`src/rtl/coin_change_dispenser.sv`:
```
// coin_change_dispenser: return-path end of the coin interface. Latches a balance on request and
// drives a hopper one coin per valid/ready handshake, largest denomination first. Any remainder
// that cannot be paid out is reported with a one-cycle done pulse.
// Optional feature: define COIN_INVENTORY_EN to track a per-coin stock and skip empty tubes.

`ifndef kNumCoins
`define kNumCoins 3
`endif

module coin_change_dispenser #(
    parameter int unsigned TOTAL_W    = 32,
    parameter int unsigned COIN0_VAL  = 100,
    parameter int unsigned COIN1_VAL  = 500,
    parameter int unsigned COIN2_VAL  = 1000,
    parameter int unsigned STOCK_W    = 8,
    parameter int unsigned STOCK_INIT = 10
) (
    input  logic                  clk,
    input  logic                  reset,
    input  logic                  i_start,
    input  logic [TOTAL_W-1:0]    i_amount,
    input  logic                  i_coin_ready,
    output logic [`kNumCoins-1:0] o_coin,
    output logic                  o_coin_valid,
    output logic                  o_busy,
    output logic [TOTAL_W-1:0]    o_remaining,
    output logic                  o_done,
    output logic [TOTAL_W-1:0]    o_residue,
    input  logic [`kNumCoins-1:0] i_stock_add,
    output logic                  o_shortfall
);

    localparam int unsigned NumCoins = `kNumCoins;
    localparam logic [TOTAL_W-1:0] Coin0Val = TOTAL_W'(COIN0_VAL);
    localparam logic [TOTAL_W-1:0] Coin1Val = TOTAL_W'(COIN1_VAL);
    localparam logic [TOTAL_W-1:0] Coin2Val = TOTAL_W'(COIN2_VAL);

    typedef enum logic [1:0] {StIdle, StSel, StDisp, StDone} state_e;

    state_e              state_q, state_d;
    logic [TOTAL_W-1:0]  rem_q, rem_d;
    logic [TOTAL_W-1:0]  residue_q, residue_d;
    logic [NumCoins-1:0] coin_q, coin_d;
    logic                valid_q, valid_d;
    logic                busy_q, busy_d;
    logic                done_q, done_d;
    logic                short_q, short_d;

    logic [NumCoins-1:0] fits;
    logic [NumCoins-1:0] stock_ok;
    logic [NumCoins-1:0] avail;
    logic [TOTAL_W-1:0]  coin_val;
    logic                handshake;

    assign handshake = (state_q == StDisp) && valid_q && i_coin_ready;
    // A coin may only be chosen when it fits the balance, so rem can never underflow.
    assign fits      = {Coin2Val <= rem_q, Coin1Val <= rem_q, Coin0Val <= rem_q};
    assign avail     = fits & stock_ok;

    // Value of the coin currently presented to the hopper.
    always_comb begin
        coin_val = '0;
        if (coin_q[2]) begin
            coin_val = Coin2Val;
        end else if (coin_q[1]) begin
            coin_val = Coin1Val;
        end else if (coin_q[0]) begin
            coin_val = Coin0Val;
        end
    end

`ifdef COIN_INVENTORY_EN
    localparam logic [STOCK_W-1:0] StockInit = STOCK_W'(STOCK_INIT);

    logic [STOCK_W-1:0] stock_q [NumCoins];
    logic [STOCK_W-1:0] stock_d [NumCoins];

    // Stock bookkeeping: refill saturates, a refill and a payout of the same coin cancel.
    always_comb begin
        for (int i = 0; i < NumCoins; i++) begin
            stock_d[i]  = stock_q[i];
            stock_ok[i] = (stock_q[i] != '0);
            if (i_stock_add[i] && !(handshake && coin_q[i])) begin
                if (stock_q[i] != '1) begin
                    stock_d[i] = stock_q[i] + 1'b1;
                end
            end else if (!i_stock_add[i] && handshake && coin_q[i]) begin
                stock_d[i] = stock_q[i] - 1'b1;
            end
        end
    end

    // Stock registers.
    always_ff @(posedge clk or posedge reset) begin
        if (reset) begin
            for (int i = 0; i < NumCoins; i++) begin
                stock_q[i] <= StockInit;
            end
        end else begin
            for (int i = 0; i < NumCoins; i++) begin
                stock_q[i] <= stock_d[i];
            end
        end
    end

    assign o_shortfall = short_q;
`else
    logic unused_stock_add;
    logic unused_short;

    // Unlimited stock: every denomination is always available.
    assign stock_ok         = '1;
    assign unused_stock_add = ^i_stock_add;
    assign unused_short     = short_q;
    assign o_shortfall      = 1'b0;
`endif

    // Next-state and registered-output logic of the dispense FSM.
    always_comb begin
        state_d   = state_q;
        rem_d     = rem_q;
        residue_d = residue_q;
        coin_d    = coin_q;
        valid_d   = valid_q;
        busy_d    = busy_q;
        done_d    = 1'b0;
        short_d   = 1'b0;
        unique case (state_q)
            StIdle: begin
                if (i_start) begin
                    rem_d   = i_amount;
                    busy_d  = 1'b1;
                    state_d = StSel;
                end
            end
            StSel: begin
                if (avail[2]) begin
                    coin_d  = 3'b100;
                    valid_d = 1'b1;
                    state_d = StDisp;
                end else if (avail[1]) begin
                    coin_d  = 3'b010;
                    valid_d = 1'b1;
                    state_d = StDisp;
                end else if (avail[0]) begin
                    coin_d  = 3'b001;
                    valid_d = 1'b1;
                    state_d = StDisp;
                end else begin
                    residue_d = rem_q;
                    done_d    = 1'b1;
                    // Still >= smallest coin here means stock ran out, not a true residue.
                    short_d   = fits[0];
                    state_d   = StDone;
                end
            end
            StDisp: begin
                // Coin and valid hold until the hopper takes the coin.
                if (handshake) begin
                    rem_d   = rem_q - coin_val;
                    coin_d  = '0;
                    valid_d = 1'b0;
                    state_d = StSel;
                end
            end
            StDone: begin
                busy_d  = 1'b0;
                state_d = StIdle;
            end
            default: begin
                state_d = StIdle;
            end
        endcase
    end

    // State and output registers.
    always_ff @(posedge clk or posedge reset) begin
        if (reset) begin
            state_q   <= StIdle;
            rem_q     <= '0;
            residue_q <= '0;
            coin_q    <= '0;
            valid_q   <= 1'b0;
            busy_q    <= 1'b0;
            done_q    <= 1'b0;
            short_q   <= 1'b0;
        end else begin
            state_q   <= state_d;
            rem_q     <= rem_d;
            residue_q <= residue_d;
            coin_q    <= coin_d;
            valid_q   <= valid_d;
            busy_q    <= busy_d;
            done_q    <= done_d;
            short_q   <= short_d;
        end
    end

    assign o_coin       = coin_q;
    assign o_coin_valid = valid_q;
    assign o_busy       = busy_q;
    assign o_remaining  = rem_q;
    assign o_done       = done_q;
    assign o_residue    = residue_q;

endmodule
```
`config.mk`:
```
export PLATFORM = sky130hd
export DESIGN_NAME = coin_change_dispenser
export DESIGN_NICKNAME = d
export VERILOG_FILES = /design/src/rtl/coin_change_dispenser.sv
export SDC_FILE = /design/constraint.sdc
export NUM_CORES = 1
export LEC_CHECK = 0
export BUFFER_PORTS_ARGS = -buffer_cell sky130_fd_sc_hd__clkbuf_2
export CAP_MARGIN = 20
export CORE_MARGIN = 2
export CORE_UTILIZATION = 30
export CTS_CLUSTER_DIAMETER = 80
export CTS_CLUSTER_SIZE = 12
export DETAILED_ROUTE_END_ITERATION = 7
export GPL_TIMING_DRIVEN = 0
export HOLD_SLACK_MARGIN = 0.12
export PLACE_DENSITY = 0.52
export SKIP_LAST_GASP = 1
export SLEW_MARGIN = 25
export SYNTH_ARGS = -nofsm -noshare
export SYNTH_HDL_FRONTEND = slang
export SYNTH_SLANG_ARGS = --single-unit
```
`constraint.sdc`:
```
create_clock -name clk -period 7.65 [get_ports clk]
set_input_delay 0 -clock clk [delete_from_list [all_inputs] [get_ports clk]]
set_output_delay 0 -clock clk [all_outputs]
set_load 0.005 [all_outputs]
```
==> tab_implementation.tex, run 1 <==
\begin{tabular}{lr}
\hline
Metric & Value \\
\hline
\multicolumn{2}{l}{\textbf{Placed design}} \\
\quad Gpl congestion & 0.820 \\
\quad Number of port buffers & 105 \\
\quad Final HPWL from detailed placement & 8.39 mm \\
\quad Worst slack, placed & 4.31 ns \\
\multicolumn{2}{l}{\textbf{GRT}} \\
\quad Vias in the first global route & 3,515 \\
\quad Largest net degree at the start of global routing & 41 \\
\quad First-pass GRT wire length & 18.3 mm \\
\quad Antenna violations before repair & 0 \\
\quad Gr usage total & 17.4\% \\
\quad Grt ovf & 0 \\
\multicolumn{2}{l}{\textbf{CTS}} \\
\quad Number of post-CTS setup repair buffers & 0 \\
\quad Num CTS Buffers & 9 \\
\quad Buffer depth of the longest clock path & 2 \\
\quad TritonCTS Sinks & 72 \\
\quad H-tree lvl count & 3 \\
\quad Buffer cell driving the clock tree root & clkbuf\_16 \\
\quad Post-cts sizing count & 0 \\
\quad Clock transition at the registers of the reported paths & 0.07 ns \\
\quad CTS tree & done \\
\quad Clk Latency, worst-skew pair & 0.33 ns \\
\multicolumn{2}{l}{\textbf{Synthesis}} \\
\quad Proportion of synthesized chip area in sequential cells & 47.0\% \\
\quad Async set-or-reset flop fraction in the synthesized netlist & 100\% \\
\quad Yosys synthesis warning count & 0 \\
\quad Number of distinct library cells after synthesis & 62 \\
\quad Most frequent cell after synthesis & dfrtp\_1 \\
\quad Primary flip-flop cell chosen by synthesis mapping & dfrtp\_1 \\
\quad Count of state elements after synthesis & 72 \\
\quad Most common library cells after synthesis & dfrtp\_1, nand2\_1, nor2b\_1 \\
\quad Net count after synthesis & 451 \\
\quad Post-Syn Area & 3830 um\^{}2 \\
\quad Number of instances in the synthesized netlist & 400 \\
\quad Area contributors post-synth & dfrtp\_1, nor2b\_1, ha\_1 \\
\quad Number of enable-type register cells in the synthesized netlist & 0 \\
\quad Cell type contributing the most total cell area after synthesis & dfrtp\_1 \\
\quad Post-synth top area share & 47.0\% \\
\quad Synthesized area per cell & 9.57 um\^{}2 \\
\multicolumn{2}{l}{\textbf{Drt}} \\
\quad Highest metal used & met4 \\
\quad Total via count after detailed routing & 3,692 \\
\quad Routed via count divided by cell count & 5.07 \\
\quad Met3 layer wire length in the routed design & 695 um \\
\quad Post-detailed-route DRC marker count & 0 \\
\quad Post-route ant nets & 0 \\
\quad Sum of routed wire length over all layers & 11.9 mm \\
\quad Number of iterations in the first detailed-routing pass & 5 \\
\quad Detail-routed net length per standard cell & 16.3 um \\
\quad DRC violation total after the first TritonRoute iteration & 258 \\
\quad Wire length on met2 & 5.34 mm \\
\quad Wire length on met1 & 5.63 mm \\
\multicolumn{2}{l}{\textbf{Setup path}} \\
\quad Startpoint type of the worst setup path & flip-flop \\
\quad Critical path capture point type & flip-flop \\
\quad CP max FO & 10 \\
\quad Arrival @ worst endpoint & 3.60 ns \\
\quad Setup Crit Path Kind & flip-flop to flip-flop \\
\quad Data required, critical path & 7.87 ns \\
\multicolumn{2}{l}{\textbf{Timing}} \\
\quad Slew margin rel. & 34.1\% \\
\quad Final setup margin & 4.27 ns \\
\quad Final critical path time including I/O delays and setup & 3.38 ns \\
\quad Final setup TNS & 0 ns \\
\quad Endpoints failing setup & 0 \\
\quad Setup clock skew after layout & 0.00626 ns \\
\quad Max Clk Rate & 296 MHz \\
\quad Unrepaired setup endpoints after global routing & false \\
\quad Tcrit/Tclk final & 44.2\% \\
\quad Actual slew at the worst max-slew pin & 0.984 ns \\
\quad Total count of max-transition violations in the final report & 0 \\
\quad Final Hold Fails & 0 \\
\multicolumn{2}{l}{\textbf{Power and ir drop}} \\
\quad Net Switching & 0.875 mW \\
\quad Internal power contribution & 1.12 mW \\
\quad Power density normalized to cell area & 379 nW/um\^{}2 \\
\quad Power share of the clock group & 21.7\% \\
\quad Leakage power total & 2.52 nW \\
\quad Maximum vdd drop & 0.130 mV \\
\quad Combinational group share of total power & 47.0\% \\
\quad Fraction of power consumed by sequential logic & 31.3\% \\
\quad Switching Fraction & 44.0\% \\
\multicolumn{2}{l}{\textbf{Floorplan}} \\
\quad Placeable core region & 12,500 um\^{}2 \\
\quad Die extent in x & 117 um \\
\quad Vertical extent of the die & 117 um \\
\quad Floorplan row count & 41 \\
\quad Effective utilization at floorplan & 30.6\% \\
\quad Area enclosed by the die boundary & 13,700 um\^{}2 \\
\quad Number of placed I/O pins & 110 \\
\multicolumn{2}{l}{\textbf{Worst hold path}} \\
\quad Kind of path behind the tightest hold check & primary input to flip-flop \\
\multicolumn{2}{l}{\textbf{Layout}} \\
\quad Synthesis-to-layout area growth & 37.1\% \\
\quad Layout cell share with drive strength beyond 1 & 25.0\% \\
\quad Number of nets at the end of the flow & 602 \\
\quad Antenna cell count & 0 \\
\multicolumn{2}{l}{\textbf{Run status}} \\
\quad Outcome & finished clean \\
\multicolumn{2}{l}{\textbf{Run}} \\
\quad Max-cap violations & 0 \\
\hline
\end{tabular}
## critical path, stage by stage (launching register included)
cell and delay (ns):
dfrtp_1 0.47, nor2_1 0.12, nor2_1 0.05, ha_1 0.23
fa_1 0.38, nor2b_1 0.19, o31a_1 0.23, a2bb2oi_1 0.81
or3_1 0.21, clkbuf_1 0.24, a21oi_1 0.11, o22a_1 0.22
## cell families (layout without fill, tap and decap cells)
group           after synthesis  in the layout  synth area share, %
simple gates                167            167                 23.2
fa+ha+maj                    12             12                 4.12
compound gates              101            101                 18.0
buf+inv                      33            189                 3.66
xor+xnor                      2              2                0.457
mux                          12             12                 3.40
other cells                   1              1               0.0979
flops                        72             72                 47.0
## cell type report
cell class | count | area [um^2]
clock inverter | 7 | 78.8
fill | 1278 | 7270
timing repair buffer | 140 | 893
multi-input combinational | 295 | 1890
clock buffer | 9 | 225
tap | 172 | 215
buffer | 20 | 91.3
sequential | 72 | 1800
inverter | 13 | 51.3
## through the flow
| stage | power (mW) | instances | cell area [um^2] | hold slack [ns] | utilization, % |
|---|---|---|---|---|---|
| 6_report | 1.99 | 728 | 5250 | 0.172 | 41.9 |
| 2_1_floorplan | 1.21 | 400 | 3830 | 0.105 | - |
| 3_3_place_gp | 1.52 | 677 | 4570 | 0.202 | 36.5 |
| 5_1_grt | 2.14 | 728 | 5250 | 0.241 | 41.9 |
| 3_5_place_dp | 1.54 | 678 | 4600 | 0.0332 | 36.8 |
| 4_1_cts | 2.00 | 728 | 5250 | 0.157 | 41.9 |
## final timing paths
check / start / endpoint / slack [ns] / cells after the start
worst min register to register: o_residue[0]$_DFFE_PP0P_ / o_residue[0]$_DFFE_PP0P_ / 0.49 / 1
max in group asynchronous: reset / o_remaining[23]$_DFFE_PP0P_ / 6.87 / 4
worst max register to register: o_coin[1]$_DFFE_PP0P_ / o_remaining[24]$_DFFE_PP0P_ / 4.27 / 11
min in group asynchronous: reset / o_residue[21]$_DFFE_PP0P_ / 0.22 / 3
worst min-delay path: i_amount[28] / o_remaining[28]$_DFFE_PP0P_ / 0.17 / 4
worst max-delay path: o_coin[1]$_DFFE_PP0P_ / o_remaining[24]$_DFFE_PP0P_ / 4.27 / 11
## layout by cell type, fill, tap and decap left out, drive strengths merged, types with 7 or more instances in the layout
master       count
dlygate4sd3     34
ha              11
clkbuf         128
dfrtp           72
nand2           34
a21oi           20
o22ai            7
mux2             8
buf              7
nor2            30
and3             7
nor3            14
o21ai           24
nand3           12
nor4             7
inv             15
or3             12
nor2b           32
## layer usage
layer,vias to the layer above,track usage [%]
li1,1769,-
met1,1799,24.3
met2,110,26.7
met3,14,3.91
met4,0,6.12
met5,-,0
## flip-flops by register name (all words and copies together), names as in the netlist
| name | cells |
|---|---|
| o_done | 1 |
| o_residue | 32 |
| o_busy | 1 |
| o_coin_valid | 1 |
| o_remaining | 32 |
| o_coin | 3 |
| state_q | 2 |
## timing repair
| action | in CTS | in global routing |
|---|---|---|
| setup endpoints to repair | 0 | 0 |
| endpoints found under the hold margin | 105 | 0 |
| hold buffers | 34 | 0 |
## power by group through the flow
stage	sequential, mW	clock (mW)	combinational [mW]
finish	0.623	0.432	0.935
global route	0.643	0.460	1.04
CTS	0.621	0.445	0.935
detailed placement	0.629	0	0.914
global placement	0.626	0	0.895
floorplan	0.594	0	0.611
Note: power is estimated with default switching activity, not from simulation.
==> run 2, diff against run 1 <==
Settings changed: ABC_AREA set to 1, PLACE_DENSITY 0.52 to 0.51.
Clock period 7.65 ns to 3.22 ns, I/O delays scaled along.
==> run 2 against run 1 <==
Power grew to 2.6 times the previous value; maximum frequency is 24% higher; sequential power is 140% higher; utilization is 0.94 points lower; clock power is 140% higher; first-iteration DRC count is 22% higher; setup slack worse by 3.8 ns; final cell count is 27% higher; critical path type unchanged.
==> tab_implementation.tex, run 2 <==
\begin{tabular}{lr}
\hline
Metric & Value \\
\hline
\multicolumn{2}{l}{\textbf{Run status}} \\
\quad Outcome & finished clean \\
\multicolumn{2}{l}{\textbf{CTS}} \\
\quad Buffer cell driving the clock tree root & clkbuf\_16 \\
\quad Hold-fix buffers at CTS & 36 (+5.9\%) \\
\quad Post-cts sizing count & 0 (unchanged) \\
\quad Buffer depth of the longest clock path & 2 (unchanged) \\
\quad Num CTS Buffers & 9 (unchanged) \\
\quad TritonCTS Sinks & 72 (unchanged) \\
\quad H-tree lvl count & 3 (unchanged) \\
\quad Number of post-CTS setup repair buffers & 0 (unchanged) \\
\quad Clock transition at the registers of the reported paths & 0.07 ns (about the same) \\
\quad CTS tree & done \\
\quad Clk Latency, worst-skew pair & 0.35 ns (+0.02 ns) \\
\multicolumn{2}{l}{\textbf{Timing}} \\
\quad Max Clk Rate & 367 MHz (+24\%) \\
\quad Total count of max-transition violations in the final report & 0 (unchanged) \\
\quad Setup clock skew after layout & 0.0112 ns (+0.00490 ns) \\
\quad Endpoints failing setup & 0 (unchanged) \\
\quad Unrepaired setup endpoints after global routing & false \\
\quad Final setup TNS & 0 ns (unchanged) \\
\quad Final Hold Fails & 0 (unchanged) \\
\quad Slew margin rel. & 53.8\% (+20 points) \\
\quad Tcrit/Tclk final & 84.5\% (+40 points) \\
\quad Actual slew at the worst max-slew pin & 0.693 ns (-0.292 ns) \\
\quad Final critical path time including I/O delays and setup & 2.72 ns (-0.658 ns) \\
\multicolumn{2}{l}{\textbf{Floorplan}} \\
\quad Die extent in x & 122 um (+4.7\%) \\
\quad Number of placed I/O pins & 110 (unchanged) \\
\quad Vertical extent of the die & 122 um (+4.7\%) \\
\quad Effective utilization at floorplan & 30.6\% (about the same) \\
\quad Floorplan row count & 43 (+4.9\%) \\
\quad Area enclosed by the die boundary & 15,000 um\^{}2 (+9.6\%) \\
\quad Placeable core region & 13,800 um\^{}2 (+10\%) \\
\multicolumn{2}{l}{\textbf{Worst hold path}} \\
\quad Min-delay src & i\_coin\_ready \\
\quad Kind of path behind the tightest hold check & primary input to flip-flop \\
\quad Hold Crit Depth & 5 (+1) \\
\quad Worst hold endpoint & state\_q[0]\$\_DFFE\_PP0P\_ \\
\multicolumn{2}{l}{\textbf{Synthesis}} \\
\quad Number of instances in the synthesized netlist & 586 (+47\%) \\
\quad Area contributors post-synth & dfrtp\_1, nand2\_1, nor2\_1 \\
\quad Synthesized area per cell & 7.19 um\^{}2 (-25\%) \\
\quad Async set-or-reset flop fraction in the synthesized netlist & 100\% (unchanged) \\
\quad Number of enable-type register cells in the synthesized netlist & 0 (unchanged) \\
\quad Post-Syn Area & 4210 um\^{}2 (+10\%) \\
\quad Primary flip-flop cell chosen by synthesis mapping & dfrtp\_1 \\
\quad Net count after synthesis & 637 (+41\%) \\
\quad Most frequent cell after synthesis & nand2\_1 \\
\quad Number of distinct library cells after synthesis & 38 (-39\%) \\
\quad Most common library cells after synthesis & nand2\_1, nor2\_1, dfrtp\_1 \\
\quad Proportion of synthesized chip area in sequential cells & 42.8\% (-4.3 points) \\
\quad Cell type contributing the most total cell area after synthesis & dfrtp\_1 \\
\quad Yosys synthesis warning count & 0 (unchanged) \\
\quad Post-synth top area share & 42.8\% (-4.3 points) \\
\quad Count of state elements after synthesis & 72 (unchanged) \\
\multicolumn{2}{l}{\textbf{Setup path}} \\
\quad R2r setup slk & 0.50 ns (-3.77 ns) \\
\quad Arrival @ worst endpoint & 3.01 ns (-0.59 ns) \\
\quad Critical path capture point type & flip-flop \\
\quad Most frequent CP cell & nand2\_1 \\
\quad Worst R2R Path Depth & 16 (+5) \\
\quad CP max FO & 10 (unchanged) \\
\quad Setup Crit Path Kind & flip-flop to flip-flop \\
\quad Start of the worst register-to-register path & o\_coin[2]\$\_DFFE\_PP0P\_ \\
\quad Slowest-stage cell, CP & dfrtp\_1 \\
\quad Cells traversed along the worst timing path & inv\_2, nand2\_1, nand2\_1, ha\_1, fa\_1, nand3b\_1, nand2\_1, nand2\_1, nand2\_1, nand3\_2, buf\_4, nand2\_1, o21ai\_0, nand3\_1, nand2\_1, nand2\_1 \\
\quad Data required, critical path & 3.51 ns (-4.36 ns) \\
\quad Startpoint type of the worst setup path & flip-flop \\
\quad Largest incremental delay on the critical path & 0.54 ns (-0.27 ns) \\
\quad FF-to-FF End & o\_remaining[18]\$\_DFFE\_PP0P\_ \\
\multicolumn{2}{l}{\textbf{Drt}} \\
\quad DRC violation total after the first TritonRoute iteration & 315 (+22\%) \\
\quad Total via count after detailed routing & 4,348 (+18\%) \\
\quad Routed via count divided by cell count & 4.71 (-7.2\%) \\
\quad Wire length on met1 & 5.95 mm (+5.7\%) \\
\quad Post-detailed-route DRC marker count & 0 (unchanged) \\
\quad Number of iterations in the first detailed-routing pass & 5 (unchanged) \\
\quad Detail-routed net length per standard cell & 14.3 um (-13\%) \\
\quad Met3 layer wire length in the routed design & 616 um (-11\%) \\
\quad Wire length on met2 & 6.39 mm (+20\%) \\
\quad Sum of routed wire length over all layers & 13.2 mm (+11\%) \\
\quad Highest metal used & met4 \\
\quad Post-route ant nets & 0 (unchanged) \\
\multicolumn{2}{l}{\textbf{Layout}} \\
\quad Most frequent standard cell in the layout excluding fill and tap cells & nand2\_1 \\
\quad \# fillers & 1,461 (+14\%) \\
\quad Number of nets at the end of the flow & 790 (+31\%) \\
\quad Antenna cell count & 0 (unchanged) \\
\quad Most used cells in the layout excluding fill and tap cells & nand2\_1, clkbuf\_2, nor2\_1 \\
\quad Synthesis-to-layout area growth & 34.1\% \\
\quad Fin cells & 924 (+27\%) \\
\quad Layout cell share with drive strength beyond 1 & 23.0\% (-2.0 points) \\
\multicolumn{2}{l}{\textbf{Run}} \\
\quad Max-cap violations & 0 (unchanged) \\
\multicolumn{2}{l}{\textbf{GRT}} \\
\quad Grt ovf & 0 (unchanged) \\
\quad First-pass GRT wire length & 21.0 mm (+15\%) \\
\quad Gr usage total & 18.4\% (+0.95 points) \\
\quad Largest net degree at the start of global routing & 43 (+4.9\%) \\
\quad Antenna violations before repair & 0 (unchanged) \\
\quad Vias in the first global route & 4,264 (+21\%) \\
\multicolumn{2}{l}{\textbf{Placed design}} \\
\quad Number of port buffers & 105 (unchanged) \\
\quad Gpl congestion & 0.966 (+18\%) \\
\quad Post-Place Cells & 872 (+29\%) \\
\quad Final HPWL from detailed placement & 10.1 mm (+20\%) \\
\multicolumn{2}{l}{\textbf{Power and ir drop}} \\
\quad Leakage power total & 3.01 nW (+19\%) \\
\quad Maximum vdd drop & 0.326 mV (+150\%) \\
\quad Power density normalized to cell area & 906 nW/um\^{}2 (+140\%) \\
\hline
\end{tabular}
-- run 2: worst max path at each step --
stage / start / to / cells past startpoint
final: o_coin[2]$_DFFE_PP0P_ / o_remaining[18]$_DFFE_PP0P_ / 16
after CTS: o_coin[2]$_DFFE_PP0P_ / o_remaining[10]$_DFFE_PP0P_ / 15
after global routing: o_coin[2]$_DFFE_PP0P_ / o_remaining[18]$_DFFE_PP0P_ / 16
after floorplan: o_coin[2]$_DFFE_PP0P_ / o_remaining[10]$_DFFE_PP0P_ / 15
after global placement: reset / o_remaining[20]$_DFFE_PP0P_ / 2
after detailed placement: o_coin[2]$_DFFE_PP0P_ / o_remaining[10]$_DFFE_PP0P_ / 15
-- run 2: cells by family (layout without fill, tap and decap cells) --
family	count (synthesis)	after routing	share of synthesized area (%)
DFF	72	72	42.8
muxes	2	2	0.535
other	1	1	0.0890
buffers and inverters	102	260	9.89
and+or+nand+nor	331	331	33.4
AOI/OAI and AO/OA	60	60	8.29
adders and majority gates	12	12	3.74
xor gates and xnor gates	6	6	1.25
-- run 2: final cells by class --
cell class	count	area, um^2	area share (%)
multi-input cells	412	1990	35.3
flip-flops and latches	72	1800	31.9
repair buffers	142	906	16.0
inverters	84	318	5.63
clock buffers	9	225	3.99
well taps	180	225	3.99
plain buffers	18	101	1.79
clock inverters	7	77.6	1.37
-- run 2: report_power, final --
| part | total [mW] | leakage [nW] | internal, mW | switching [mW] |
|---|---|---|---|---|
| registers | 1.51 | 0.934 | 1.15 | 0.362 |
| logic | 2.56 | 1.93 | 0.924 | 1.64 |
| clock network | 1.04 | 0.147 | 0.608 | 0.431 |
-- run 2: metrics by stage --
stage | hold WS [ns] | area, um^2 | setup WS, ns | utilization [%] | power [mW]
after global placement | 0.235 | 4960 | 0.450 | 36.0 | 3.99
after detailed placement | 0.0285 | 4980 | 0.547 | 36.2 | 4.04
after CTS | 0.136 | 5650 | 0.528 | 41.0 | 5.15
after global routing | 0.178 | 5650 | 0.315 | 41.0 | 5.57
after floorplan | 0.150 | 4210 | 0.942 | - | 3.15
final | 0.143 | 5650 | 0.499 | 41.0 | 5.12
-- run 2: critical path: cells and delay by family (launching register included) --
| family | cells | cell delay, ns |
|---|---|---|
| and+or+nand+nor | 11 | 1.09 |
| AOI/OAI and AO/OA | 1 | 0.08 |
| adders and majority gates | 2 | 0.61 |
| buffers and inverters | 2 | 0.34 |
| DFF | 1 | 0.54 |
-- run 2: routing by layer --
layer  global-route usage, %  vias up
li1                        -     2157
met3                    2.83       13
met5                       0        -
met1                    22.9     2051
met4                    7.04        0
met2                    31.8      127
